--- src/rtl/apb_slave_regfile_if.sv ---
// APB bus bundle between one bridge select line and one completer.
// Latency: none, wires only.
// Backpressure: completer stretches transfers through pready.
interface apb_slave_regfile_if;
  logic        psel;
  logic        penable;
  logic        pwrite;
  logic [31:0] paddr;
  logic [31:0] pwdata;
  logic [31:0] prdata;
  logic        pready;
  logic        pslverr;

  modport master (
    output psel, penable, pwrite, paddr, pwdata,
    input  prdata, pready, pslverr
  );

  modport slave (
    input  psel, penable, pwrite, paddr, pwdata,
    output prdata, pready, pslverr
  );
endinterface

--- src/rtl/apb_slave_regfile.sv ---
// APB completer: 15 R/W registers plus a read-only completed-write counter.
// Latency: setup + WAIT_STATES stalled access cycles + 1 ready cycle.
// Backpressure: pready held low for WAIT_STATES access cycles; dropping psel aborts.
module apb_slave_regfile #(
  parameter logic [31:0] ADDR_BASE   = 32'h8000_0000,
  parameter int          WAIT_STATES = 0,
  parameter logic [31:0] RESET_VAL   = 32'h0
) (
  input logic               hclk,
  input logic               hresetn,
  apb_slave_regfile_if.slave bus
);

  typedef enum logic [1:0] {
    S_IDLE,
    S_WAIT,
    S_ACCESS
  } state_t;

  localparam logic [3:0] WS_LOAD = WAIT_STATES[3:0];

  state_t      state_q, state_d;
  logic [3:0]  cnt_q, cnt_d;
  logic [3:0]  idx_q, idx_d;
  logic        write_q, write_d;
  logic        err_q, err_d;
  logic [31:0] wdata_q, wdata_d;
  logic [31:0] regs_q [15];
  logic [31:0] regs_d [15];
  logic [31:0] wcnt_q, wcnt_d;
  logic [31:0] prdata_q, prdata_d;
  logic        pready_q, pready_d;
  logic        pslverr_q, pslverr_d;

  logic        setup_err;
  logic [31:0] setup_rd;
  logic [31:0] held_rd;

  // Register-map read mux; index 15 is the write counter.
  function automatic logic [31:0] read_word(input logic [3:0] idx,
                                            input logic [31:0] wcnt);
    logic [31:0] v;
    v = wcnt;
    for (int i = 0; i < 15; i++) begin
      if (idx == 4'(i)) v = regs_q[i];
    end
    return v;
  endfunction

  // Decode of the live setup-phase address, used only on the setup edge.
  always_comb begin
    setup_err = (bus.paddr[31:6] != ADDR_BASE[31:6]) ||
                (bus.paddr[1:0] != 2'b00) ||
                (bus.pwrite && (bus.paddr[5:2] == 4'hF));
    setup_rd  = read_word(bus.paddr[5:2], wcnt_q);
    held_rd   = read_word(idx_q, wcnt_q);
  end

  // Next-state, capture, commit and registered-output computation.
  always_comb begin
    state_d   = state_q;
    cnt_d     = cnt_q;
    idx_d     = idx_q;
    write_d   = write_q;
    err_d     = err_q;
    wdata_d   = wdata_q;
    regs_d    = regs_q;
    wcnt_d    = wcnt_q;
    prdata_d  = 32'h0;
    pready_d  = 1'b0;
    pslverr_d = 1'b0;

    case (state_q)
      S_IDLE: begin
        if (bus.psel && !bus.penable) begin
          idx_d   = bus.paddr[5:2];
          write_d = bus.pwrite;
          err_d   = setup_err;
          wdata_d = bus.pwdata;
          if (WAIT_STATES == 0) begin
            state_d   = S_ACCESS;
            pready_d  = 1'b1;
            pslverr_d = setup_err;
            prdata_d  = (setup_err || bus.pwrite) ? 32'h0 : setup_rd;
          end else begin
            cnt_d   = WS_LOAD;
            state_d = S_WAIT;
          end
        end
      end

      S_WAIT: begin
        if (!bus.psel) begin
          state_d = S_IDLE;
        end else begin
          cnt_d = cnt_q - 4'd1;
          if (cnt_q == 4'd1) begin
            state_d   = S_ACCESS;
            pready_d  = 1'b1;
            pslverr_d = err_q;
            prdata_d  = (err_q || write_q) ? 32'h0 : held_rd;
          end
        end
      end

      S_ACCESS: begin
        if (!bus.psel) begin
          state_d = S_IDLE;
        end else if (bus.penable) begin
          // Completion edge: only clean writes touch the register state.
          if (write_q && !err_q) begin
            for (int i = 0; i < 15; i++) begin
              if (idx_q == 4'(i)) regs_d[i] = wdata_q;
            end
            wcnt_d = wcnt_q + 32'd1;
          end
          state_d = S_IDLE;
        end else begin
          pready_d  = pready_q;
          pslverr_d = pslverr_q;
          prdata_d  = prdata_q;
        end
      end

      default: state_d = S_IDLE;
    endcase
  end

  // State and output flops; reset is asynchronous and discards any in-flight write.
  always_ff @(posedge hclk or negedge hresetn) begin
    if (!hresetn) begin
      state_q   <= S_IDLE;
      cnt_q     <= 4'd0;
      idx_q     <= 4'd0;
      write_q   <= 1'b0;
      err_q     <= 1'b0;
      wdata_q   <= 32'h0;
      regs_q    <= '{default: RESET_VAL};
      wcnt_q    <= 32'h0;
      prdata_q  <= 32'h0;
      pready_q  <= 1'b0;
      pslverr_q <= 1'b0;
    end else begin
      state_q   <= state_d;
      cnt_q     <= cnt_d;
      idx_q     <= idx_d;
      write_q   <= write_d;
      err_q     <= err_d;
      wdata_q   <= wdata_d;
      regs_q    <= regs_d;
      wcnt_q    <= wcnt_d;
      prdata_q  <= prdata_d;
      pready_q  <= pready_d;
      pslverr_q <= pslverr_d;
    end
  end

  assign bus.prdata  = prdata_q;
  assign bus.pready  = pready_q;
  assign bus.pslverr = pslverr_q;

endmodule

--- src/flat_wrapper.sv ---
// flat-port wrapper written by rule: the top's interface ports become plain ports
module apb_slave_regfile_flat 
#(
  parameter logic [31:0] ADDR_BASE   = 32'h8000_0000,
  parameter int          WAIT_STATES = 0,
  parameter logic [31:0] RESET_VAL   = 32'h0
)
  (hclk, hresetn, bus_psel, bus_penable, bus_pwrite, bus_paddr, bus_pwdata, bus_prdata, bus_pready, bus_pslverr);
  apb_slave_regfile_if bus_i ();
  input logic hclk;
  input logic hresetn;
  input wire logic [$bits(bus_i.psel)-1:0] bus_psel;
  input wire logic [$bits(bus_i.penable)-1:0] bus_penable;
  input wire logic [$bits(bus_i.pwrite)-1:0] bus_pwrite;
  input wire logic [$bits(bus_i.paddr)-1:0] bus_paddr;
  input wire logic [$bits(bus_i.pwdata)-1:0] bus_pwdata;
  output wire logic [$bits(bus_i.prdata)-1:0] bus_prdata;
  output wire logic [$bits(bus_i.pready)-1:0] bus_pready;
  output wire logic [$bits(bus_i.pslverr)-1:0] bus_pslverr;
  assign bus_i.psel = bus_psel;
  assign bus_i.penable = bus_penable;
  assign bus_i.pwrite = bus_pwrite;
  assign bus_i.paddr = bus_paddr;
  assign bus_i.pwdata = bus_pwdata;
  assign bus_prdata = bus_i.prdata;
  assign bus_pready = bus_i.pready;
  assign bus_pslverr = bus_i.pslverr;
  apb_slave_regfile #(.ADDR_BASE(ADDR_BASE), .WAIT_STATES(WAIT_STATES), .RESET_VAL(RESET_VAL)) u_core (.hclk(hclk), .hresetn(hresetn), .bus(bus_i));
endmodule
--- config.mk ---
export PLATFORM = sky130hd
export DESIGN_NAME = apb_slave_regfile_flat
export DESIGN_NICKNAME = d
export VERILOG_FILES = /design/src/rtl/apb_slave_regfile_if.sv /design/src/rtl/apb_slave_regfile.sv /design/src/flat_wrapper.sv
export SDC_FILE = /design/constraint.sdc
export NUM_CORES = 1
export LEC_CHECK = 0
export ABC_AREA = 1
export BUFFER_PORTS_ARGS = -buffer_cell sky130_fd_sc_hd__buf_2
export CORE_ASPECT_RATIO = 1.25
export CORE_MARGIN = 3
export CORE_UTILIZATION = 35
export DETAILED_ROUTE_END_ITERATION = 6
export PLACE_DENSITY = 0.51
export SYNTH_ARGS = -nofsm -noshare
export SYNTH_HDL_FRONTEND = slang
export SYNTH_SLANG_ARGS = --single-unit
--- constraint.sdc ---
create_clock -name hclk -period 2.4 [get_ports hclk]
set_input_delay 0.12 -clock hclk [delete_from_list [all_inputs] [get_ports hclk]]
set_output_delay 0.12 -clock hclk [all_outputs]
set_load 0.01 [all_outputs]
# ---- Word level (Yosys, flattened, before mapping)
# Cells that the tools add are included.
dict set report op_classes {
  n_eq_ne 36
  add_sub_neg 2
  reduce_logical 32
  mux 54
}
# operator count
set op_table {}
lappend op_table {{2-to-1 mux 32 bit} 37}
lappend op_table {{one-hot mux 32 bit (3 select lines)} 1}
lappend op_table {{AND reduction 5 bit} 15}
lappend op_table {{equality test 4 bit (second input constant)} 15}
lappend op_table {{adder 32 x 1 -> 32 bit (second input constant)} 1}
lappend op_table {{equality test 4 x 3 -> 1 bit (second input constant)} 8}
lappend op_table {{inequality test 26 bit (second input constant)} 1}
lappend op_table {{equality test 4 x 2 -> 1 bit (second input constant)} 4}
lappend op_table {{equality test 4 x 1 -> 1 bit (second input constant)} 3}
lappend op_table {{2-to-1 mux 2 bit} 5}
lappend op_table {{zero test 4 bit} 2}
lappend op_table {{2-to-1 mux 1 bit} 8}
lappend op_table {{one-hot mux 1 bit (3 select lines)} 2}
lappend op_table {{one-hot mux 2 bit (3 select lines)} 1}
lappend op_table {{logical OR 1 bit} 4}
lappend op_table {{AND reduction 2 bit} 2}
lappend op_table {{AND reduction 4 bit} 1}
lappend op_table {{subtractor 4 x 1 -> 4 bit (second input constant)} 1}
lappend op_table {{logical AND 1 bit} 3}
lappend op_table {{inequality test 3 x 2 -> 1 bit (second input constant)} 1}
lappend op_table {{inequality test 3 bit (second input constant)} 1}
lappend op_table {{AND reduction 3 bit} 1}
lappend op_table {{equality test 2 x 1 -> 1 bit (second input constant)} 1}
lappend op_table {{equality test 2 bit (second input constant)} 1}
lappend op_table {{other kinds (4)} 5}
dict set report totals {
  input_bits 69
  ff_bits 590
}

# ---- Logic depth before layout (Yosys ltp)
# Gate-level depths: netlist of run 1.
dict set report depth {
  word_depth 20
  mapped_depth 23
  ltp_nobuf 21
}

# ---- Worst setup path after synthesis of run 1
# OpenSTA, ideal clock, no wires.
dict set report synth_timing {
  kind {reg-to-reg}
  from {register u_core.state_q[1]}
  to {register u_core.wcnt_q[24]}
  arrival_time_ps 1939
  n_path_buf 0
  synth_period_minus_slack_ps 2018
  path_stages_with_launch 11
  setup_slack_ps 382
  path_cell_list {dfrtp_1 > inv_2 > nor3_4 > nand2_2 > nor3_2 > and3_1 > nand4_1 > nor3_2 > nand2_1 > nor3_1 > xor2_1}
}
dict set report synth_between {
  elab_chain_cells 2
}
# element line_no
set synth_rtl {}
lappend synth_rtl {{start, declared} apb_slave_regfile.sv:22} ;# state_t state_q, state_d;
lappend synth_rtl {{start signal, assigned} apb_slave_regfile.sv:144} ;# state_q <= state_d;
lappend synth_rtl {{equality test 2 bit} apb_slave_regfile.sv:73} ;# case (state_q)
lappend synth_rtl {{AND reduction 4 bit (no line)} --}
lappend synth_rtl {{end signal, assigned} apb_slave_regfile.sv:151} ;# wcnt_q <= wcnt_d;
lappend synth_rtl {{end, declared} apb_slave_regfile.sv:30} ;# logic [31:0] wcnt_q, wcnt_d;
# No other way between the ends.
# A chain may end at the register's enable or synchronous reset.

# ---- Worst setup path in the final report of run 1
dict set report layout_timing {
  from {register u_core.err_q}
  to {register u_core.wcnt_q[31]}
}
dict set report layout_between {
  elab_chain_cells 3
}
# element line_no
set layout_rtl {}
lappend layout_rtl {{start, declared} apb_slave_regfile.sv:26} ;# logic err_q, err_d;
lappend layout_rtl {{start signal, assigned} apb_slave_regfile.sv:148} ;# err_q <= err_d;
lappend layout_rtl {{zero test 1 bit} apb_slave_regfile.sv:111} ;# if (write_q && !err_q) begin
lappend layout_rtl {{logical AND 1 bit} apb_slave_regfile.sv:111}
lappend layout_rtl {{AND reduction 4 bit (no line)} --}
# No other way between the ends.

==> summary.txt, run 1 <==
Status -> complete, but fails checks
Violated checks -> negative setup slack
Crit path kind -> flop to flop
Routability Congestion -> 0.758
CP max stage delay -> 380 ps
I/O Buffers -> 102
FF-to-FF Start -> u_core.err_q
Total GRT Usage -> 19.0%
Critical Path AT -> 2990 ps
Per-cell routed wire length -> 16.4 microns
Drt pass-1 iters -> 5
Worst setup path start -> u_core.err_q
Largest delay share family, worst path -> simple AND/OR/NAND/NOR gates
Post-route insts no fill -> 4,678
Dpl ws -> -14.7 ps
Final Skew -> 25.4 ps
Startpoint Class -> flop
CTS Root Buffer Type -> clkbuf_16
Die Height -> 318 microns
Synth Instances -> 3,484
Register area share after synthesis -> 53.8%
Primary FF master, synth -> dfrtp_1
Final antenna-violating net count -> 0
FMAX -> 410 MHz
N_diodes -> 0
Via count -> 22,400
CTS tree -> built
Initial antenna violation count -> 0
Clk buf depth -> 3
Final-report max-slew violation count -> 0
Final #Nets -> 3,670
DRC Markers -> 0
P per Cell Area -> 852 mW/mm^2
H-tree Lvls -> 2
Setup violators final -> 2
Slowest CP cell -> dfrtp_1
Count leader, synth -> nand2_1
Synth Cell Area -> 0.0272 sq mm
CP Buf/Inv Count -> 4
CP max FO -> 3
Synth cell count leaders -> 1,177 x nand2_1, 585 x dfrtp_1, 533 x o21ai_0, 227 x nor2_1, 223 x inv_1
Distinct cells, synth -> 31
Vias/cell -> 4.80
Die W -> 255 microns
Largest net degree at the start of global routing -> 72
Die area -> 0.0811 sq mm
Final WS setup -> -40.8 ps
Share of layout cells above drive strength 1 -> 11.7%
Tmin final -> 2440 ps
Num CTS Buffers -> 61
Yosys reg bits -> 585
Hold_sp -> bus_paddr[4]
First-pass GRT wire length -> 127,000 microns
Number of global-route vias before repair -> 21,900
Top cells by area, synth -> dfrtp_1 54%, nand2_1 16%, o21ai_0 9.8%
Yosys warns -> 0
Skew-Pair Late Insertion Delay -> 640 ps
Iter 0 DRT Violations -> 1,717
Max Cap Viol -> 0
Ys async rst share -> 100%
Fill count -> 7,817
DP HPWL -> 50,800 microns
Layout area overhead -> 19.0%
Req. time, crit path -> 2950 ps
Yosys top cell by area -> dfrtp_1
I/O pins -> 103
Crit-path cells -> inv_1 > nand2_2 > nor3_4 > buf_12 > nand4_1 > nor3_4 > inv_2 > nor2_4 > nand4_1 > nor4_2 > buf_4 > xor2_1
Routed WL -> 76,700 microns
Register clock-pin slew on the reported worst setup and hold paths -> 60 ps
Cells after DPL -> 4,519
RSZ-0062 raised after global routing -> yes
Top cell type's share of synthesized area -> 53.8%
Crit. End Element -> flop
Setup_tns -> -45.4 ps
Worst Tran Pin Value -> 804 ps
Worst vdd ir -> 538 uV
Syn Nets -> 3,556
Leak Pwr -> 16.3 nW
Initial Util -> 35.6%
Post-synth EDFFs -> 0
Grt total ovfl -> 0
CORE AREA -> 0.0765 sq mm
Syn Area/Cell -> 7.80 sq um
Clk sinks -> 585
Count of final hold-check violations -> 0
Min-delay worst type -> input pin to flop
# rows -> 113
Final worst-path cycle share -> 102%
Normalized max-slew margin -> 46.3%
Fin util -> 42.3%
Hold Worst Slack -> 103 ps
[state kept, by name, indices dropped and copies added (netlist names)]
register,flops
u_core.regs_q,480
u_core.bus.pready,1
u_core.idx_q,4
u_core.state_q,1
u_core.err_q,1
u_core.wcnt_q,32
u_core.wdata_q,32
u_core.write_q,1
u_core.bus.prdata,32
u_core.bus.pslverr,1
[metrics by stage]
stage | area [sq um] | total power [mW]
floorplan | 27200 | 15.8
global placement | 29700 | 18.1
detailed placement | 29700 | 18.2
CTS | 32200 | 27.9
global route | 32400 | 29.4
finish | 32400 | 27.6
[cells by family (layout without fill, tap and decap cells)]
kind of cell	after synthesis	in the layout	share of synthesized area (%)
buffers and inverters	467	626	6.50
flip-flops	585	585	53.8
XOR/XNOR	32	32	1.03
AO/OA/AOI/OAI	662	662	12.3
adder cells (fa/ha/maj)	3	3	0.138
AND/OR/NAND/NOR	1735	1735	26.2
[layer usage]
layer / global-route usage, % / share of wire [%] / vias up
met5: 0 / 0 / -
met4: 4.40 / 2.0 / 0
met3: 2.33 / 3.4 / 95
met2: 31.5 / 47 / 354
met1: 26.7 / 48 / 10700
li1: - / - / 11300
[path summary, 6_finish.rpt]
| path | slack (ps) | endpoint | depth (start not counted) |
|---|---|---|---|
| max | -40 | u_core.wcnt_q[31] | 12 |
| min | 100 | u_core.idx_q[2] | 4 |
| max reg2reg | -40 | u_core.wcnt_q[31] | 12 |
| min reg2reg | 470 | u_core.regs_q[221] | 2 |
| max in group asynchronous | 1790 | u_core.regs_q[465] | 4 |
| min in group asynchronous | 150 | u_core.bus.prdata[1] | 3 |
[cell type report]
type / count / area, sq um / share of cell area, %
repair buffers: 279 / 2530 / 7.82
inverters: 239 / 902 / 2.79
flip-flops and latches: 585 / 14600 / 45.2
clock buffers: 95 / 1810 / 5.60
well taps: 1035 / 1290 / 4.00
clock inverters: 13 / 173 / 0.533
multi-input cells: 2432 / 11000 / 34.0
[cell usage in the layout (no fill, tap or decap), types with 11 or more instances in the layout]
cell and n:
a21oi_1 87, buf_12 42, buf_2 99, buf_4 90, clkbuf_1 18, clkbuf_16 63, clkbuf_8 16, dfrtp_1 585
dlygate4sd3_1 41, inv_1 223, inv_2 14, nand2_1 1168, nand3_1 189, nand3_2 15, nand4_1 11, nor2_1 223
o211ai_1 12, o21ai_0 531, o21ai_1 30, or2_0 42, or2_2 26, xor2_1 26
[power breakdown]
part           switching (mW)  leakage, nW  internal, mW
Clock                    3.99        0.981          5.57
Combinational            3.77         7.34          1.48
Sequential              0.964         8.03          11.8
[worst min-delay path, stage by stage]
cell and delay, ps:
buf_2 180, buf_4 160, nand2_1 110, o21ai_0 100
[timing repair]
| action | 4_1_cts | 5_1_grt |
|---|---|---|
| buffers inserted | 2 | 5 |
| gates resized for setup | 5 | 38 |
| gates cloned | 0 | 2 |
| endpoints found under the hold margin | 567 | 0 |
| hold buffers | 42 | 0 |
| pin swaps | 0 | 9 |
| setup endpoints to repair | 7 | 35 |
(Power assumes the default switching activity.)
==> run 2: changes to the inputs <==
Settings changed: CAP_MARGIN from default to 40, PLACE_DENSITY 0.51 to default, REMOVE_ABC_BUFFERS from default to 1.
==> run 2 against run 1 <==
  * The flow now finishes without violations
  * Die area did not move
  * Core utilization shrank 0.074 points
  * Non-clock buffer count shrank 22
  * Clock power is 9% higher
  * Worst hold slack improved by 37 ps
  * Routed wire length increased by 1.1%
  * Clock-buffer cell count is 6 higher
  * Worst setup slack better by 150 ps
  * Combinational power down 3.8%
  * Via count grew 1.7%
  * Largest cell class unchanged
==> summary.txt, run 2 (synthesized netlist as in run 1, its figures left out) <==
Share of layout cells above drive strength 1 -> 11.3% (-0.41 points)
Total power draw -> 28.3 mW (+2.5%)
Psw -> 8.82 mW (+1.1%)
Per-cell routed wire length -> 16.6 microns (+1.3%)
Hold_sp -> bus_paddr[2]
CP max FO -> 4 (+1)
Die W -> 255 microns (unchanged)
Normalized max-slew margin -> 51.5% (+5.1 points)
Worst Tran Pin Value -> 727 ps (-76.7 ps)
Via count -> 22,800 (+1.7%)
Final worst-path cycle share -> 95.4% (-6.3 points)
Register clock-pin slew on the reported worst setup and hold paths -> 60 ps (about the same)
Skew-Pair Late Insertion Delay -> 600 ps (-40 ps)
CTS tree -> built
Grt total ovfl -> 0 (unchanged)
Die area -> 0.0811 sq mm (unchanged)
Clock network power share -> 36.9% (+2.2 points)
Setup violators final -> 0 (-2)
Max Cap Viol -> 0 (unchanged)
Req. time, crit path -> 2920 ps (-30 ps)
H-tree Lvls -> 3 (+1)
CTS Root Buffer Type -> clkbuf_16
Status -> completed
FF-to-FF End -> u_core.wcnt_q[28]
I/O Buffers -> 102 (unchanged)
Critical Path AT -> 2810 ps (-180 ps)
I/O pins -> 103 (unchanged)
Worst R2R Setup Slack -> 110 ps (+150 ps)
Internal Power -> 19.5 mW (+3.2%)
First-pass GRT wire length -> 126,000 microns (-0.49%)
P per Cell Area -> 875 mW/mm^2 (+2.7%)
Most frequent cells in the layout -> 1,166 x nand2_1, 585 x dfrtp_1, 530 x o21ai_0
Max reg flops -> 480 (unchanged)
CORE AREA -> 0.0765 sq mm (unchanged)
Clk buf depth -> 3 (unchanged)
Switching portion of total power -> 31.2% (-0.45 points)
FMAX -> 437 MHz (+6.7%)
Flop pwr share -> 45.2% (-1.1 points)
Worst setup path start -> u_core.err_q
Worst vdd ir -> 662 uV (+23%)
Die Height -> 318 microns (unchanged)
CP endpoint -> u_core.wcnt_q[28]
DRC Markers -> 0 (unchanged)
Vias/cell -> 4.89 (+1.9%)
Iter 0 DRT Violations -> 1,700 (-0.99%)
RSZ-0062 raised after global routing -> yes
Reg2reg path depth -> 11 (-1)
# rows -> 113 (unchanged)
Clk sinks -> 585 (unchanged)
Crit. End Element -> flop
Final antenna-violating net count -> 0 (unchanged)
Tmin final -> 2290 ps (-152 ps)
Layout area overhead -> 18.8%
Initial Util -> 35.6% (unchanged)
Total GRT Usage -> 19.1% (+0.097 points)
FF-to-FF Start -> u_core.err_q
DP HPWL -> 48,900 microns (-3.7%)
Leak Pwr -> 16.3 nW (-0.40%)
Initial antenna violation count -> 0 (unchanged)
Crit path kind -> flop to flop
Routed WL -> 77,600 microns (+1.1%)
Largest net degree at the start of global routing -> 86 (+19%)
Number of global-route vias before repair -> 22,500 (+2.6%)
Fin util -> 42.2% (-0.074 points)
Final #Nets -> 3,655 (-0.41%)
Count of final hold-check violations -> 0 (unchanged)
Num CTS Buffers -> 68 (+11%)
Startpoint Class -> flop
Drt pass-1 iters -> 5 (unchanged)
Hold depth -> 3 (-1)
Final Skew -> 17.3 ps (-8.16 ps)
Most flop-heavy register -> u_core.regs_q
Final-report max-slew violation count -> 0 (unchanged)
Most common cell after layout, fill and taps aside -> nand2_1
Combinational Power Share -> 17.9% (-1.1 points)
Min-delay worst type -> input pin to flop
Routability Congestion -> 0.822 (+8.5%)
run 2: area by class of cell:
class,count,area (sq um)
Fill cell,7768,44200
Sequential cell,585,14600
Multi-Input combinational cell,2432,11000
Timing Repair Buffer,257,2260
Clock buffer,101,1980
Tap cell,1035,1290
Inverter,239,902
Clock inverter,18,244
Antenna cell,1,2.50
run 2: how the worst min path moves through the flow:
stage / slack, ps / end
finish: 140 / u_core.idx_q[0]
global route: 120 / u_core.idx_q[0]
global placement: 10 / u_core.write_q
detailed placement: 10 / u_core.wdata_q[29]
CTS: 190 / u_core.bus.prdata[6]
floorplan: -180 / u_core.bus.prdata[0]
run 2: per-layer routing:
layer	part of all wire [%]	track usage [%]	vias to the layer above	wire [microns]
met4	2.5	5.94	0	1970
met2	49	33.4	537	38400
li1	-	-	11300	-
met5	0	0	-	0
met3	4.1	2.38	120	3210
met1	44	24.7	10900	34100
run 2: repair_timing:
action	in CTS	in global routing
setup endpoints to repair	0	36
hold endpoints to repair	496	0
hold buffers	45	0
buffers inserted	0	6
resized for setup	0	45
run 2: through the flow:
step | worst slack [ps] | TNS [ps] | hold WS (ps) | instance area [sq um] | instances
after global placement | 81.7 | 0 | 10.0 | 29300 | 4496
final | 111 | 0 | 140 | 32300 | 4668
after detailed placement | 35.2 | 0 | 14.4 | 29300 | 4496
after floorplan | -703 | -54980 | -176 | 26300 | 3256
after global routing | -16.1 | -51.6 | 118 | 32300 | 4667
after CTS | 83.1 | 0 | 191 | 32000 | 4660
run 2: critical path, cell delays in order, from the launching register on:
cell and delay [ps]:
dfrtp_1 370, inv_1 50, nand2_1 90, nor3_4 330, nand2_2 130, nor3_4 170, and3_4 240, nand4_1 140
nor3_2 210, nand2_1 130, nor4_2 180, xor2_1 160
run 2: power by group through the flow:
stage | clock network, mW | logic (mW) | registers (mW)
3_5_place_dp | 0 | 5.09 | 12.9
6_report | 10.4 | 5.05 | 12.8
5_1_grt | 11.1 | 5.88 | 13.0
3_3_place_gp | 0 | 5.00 | 12.9
2_1_floorplan | 0 | 2.93 | 12.7
4_1_cts | 10.7 | 5.18 | 12.8
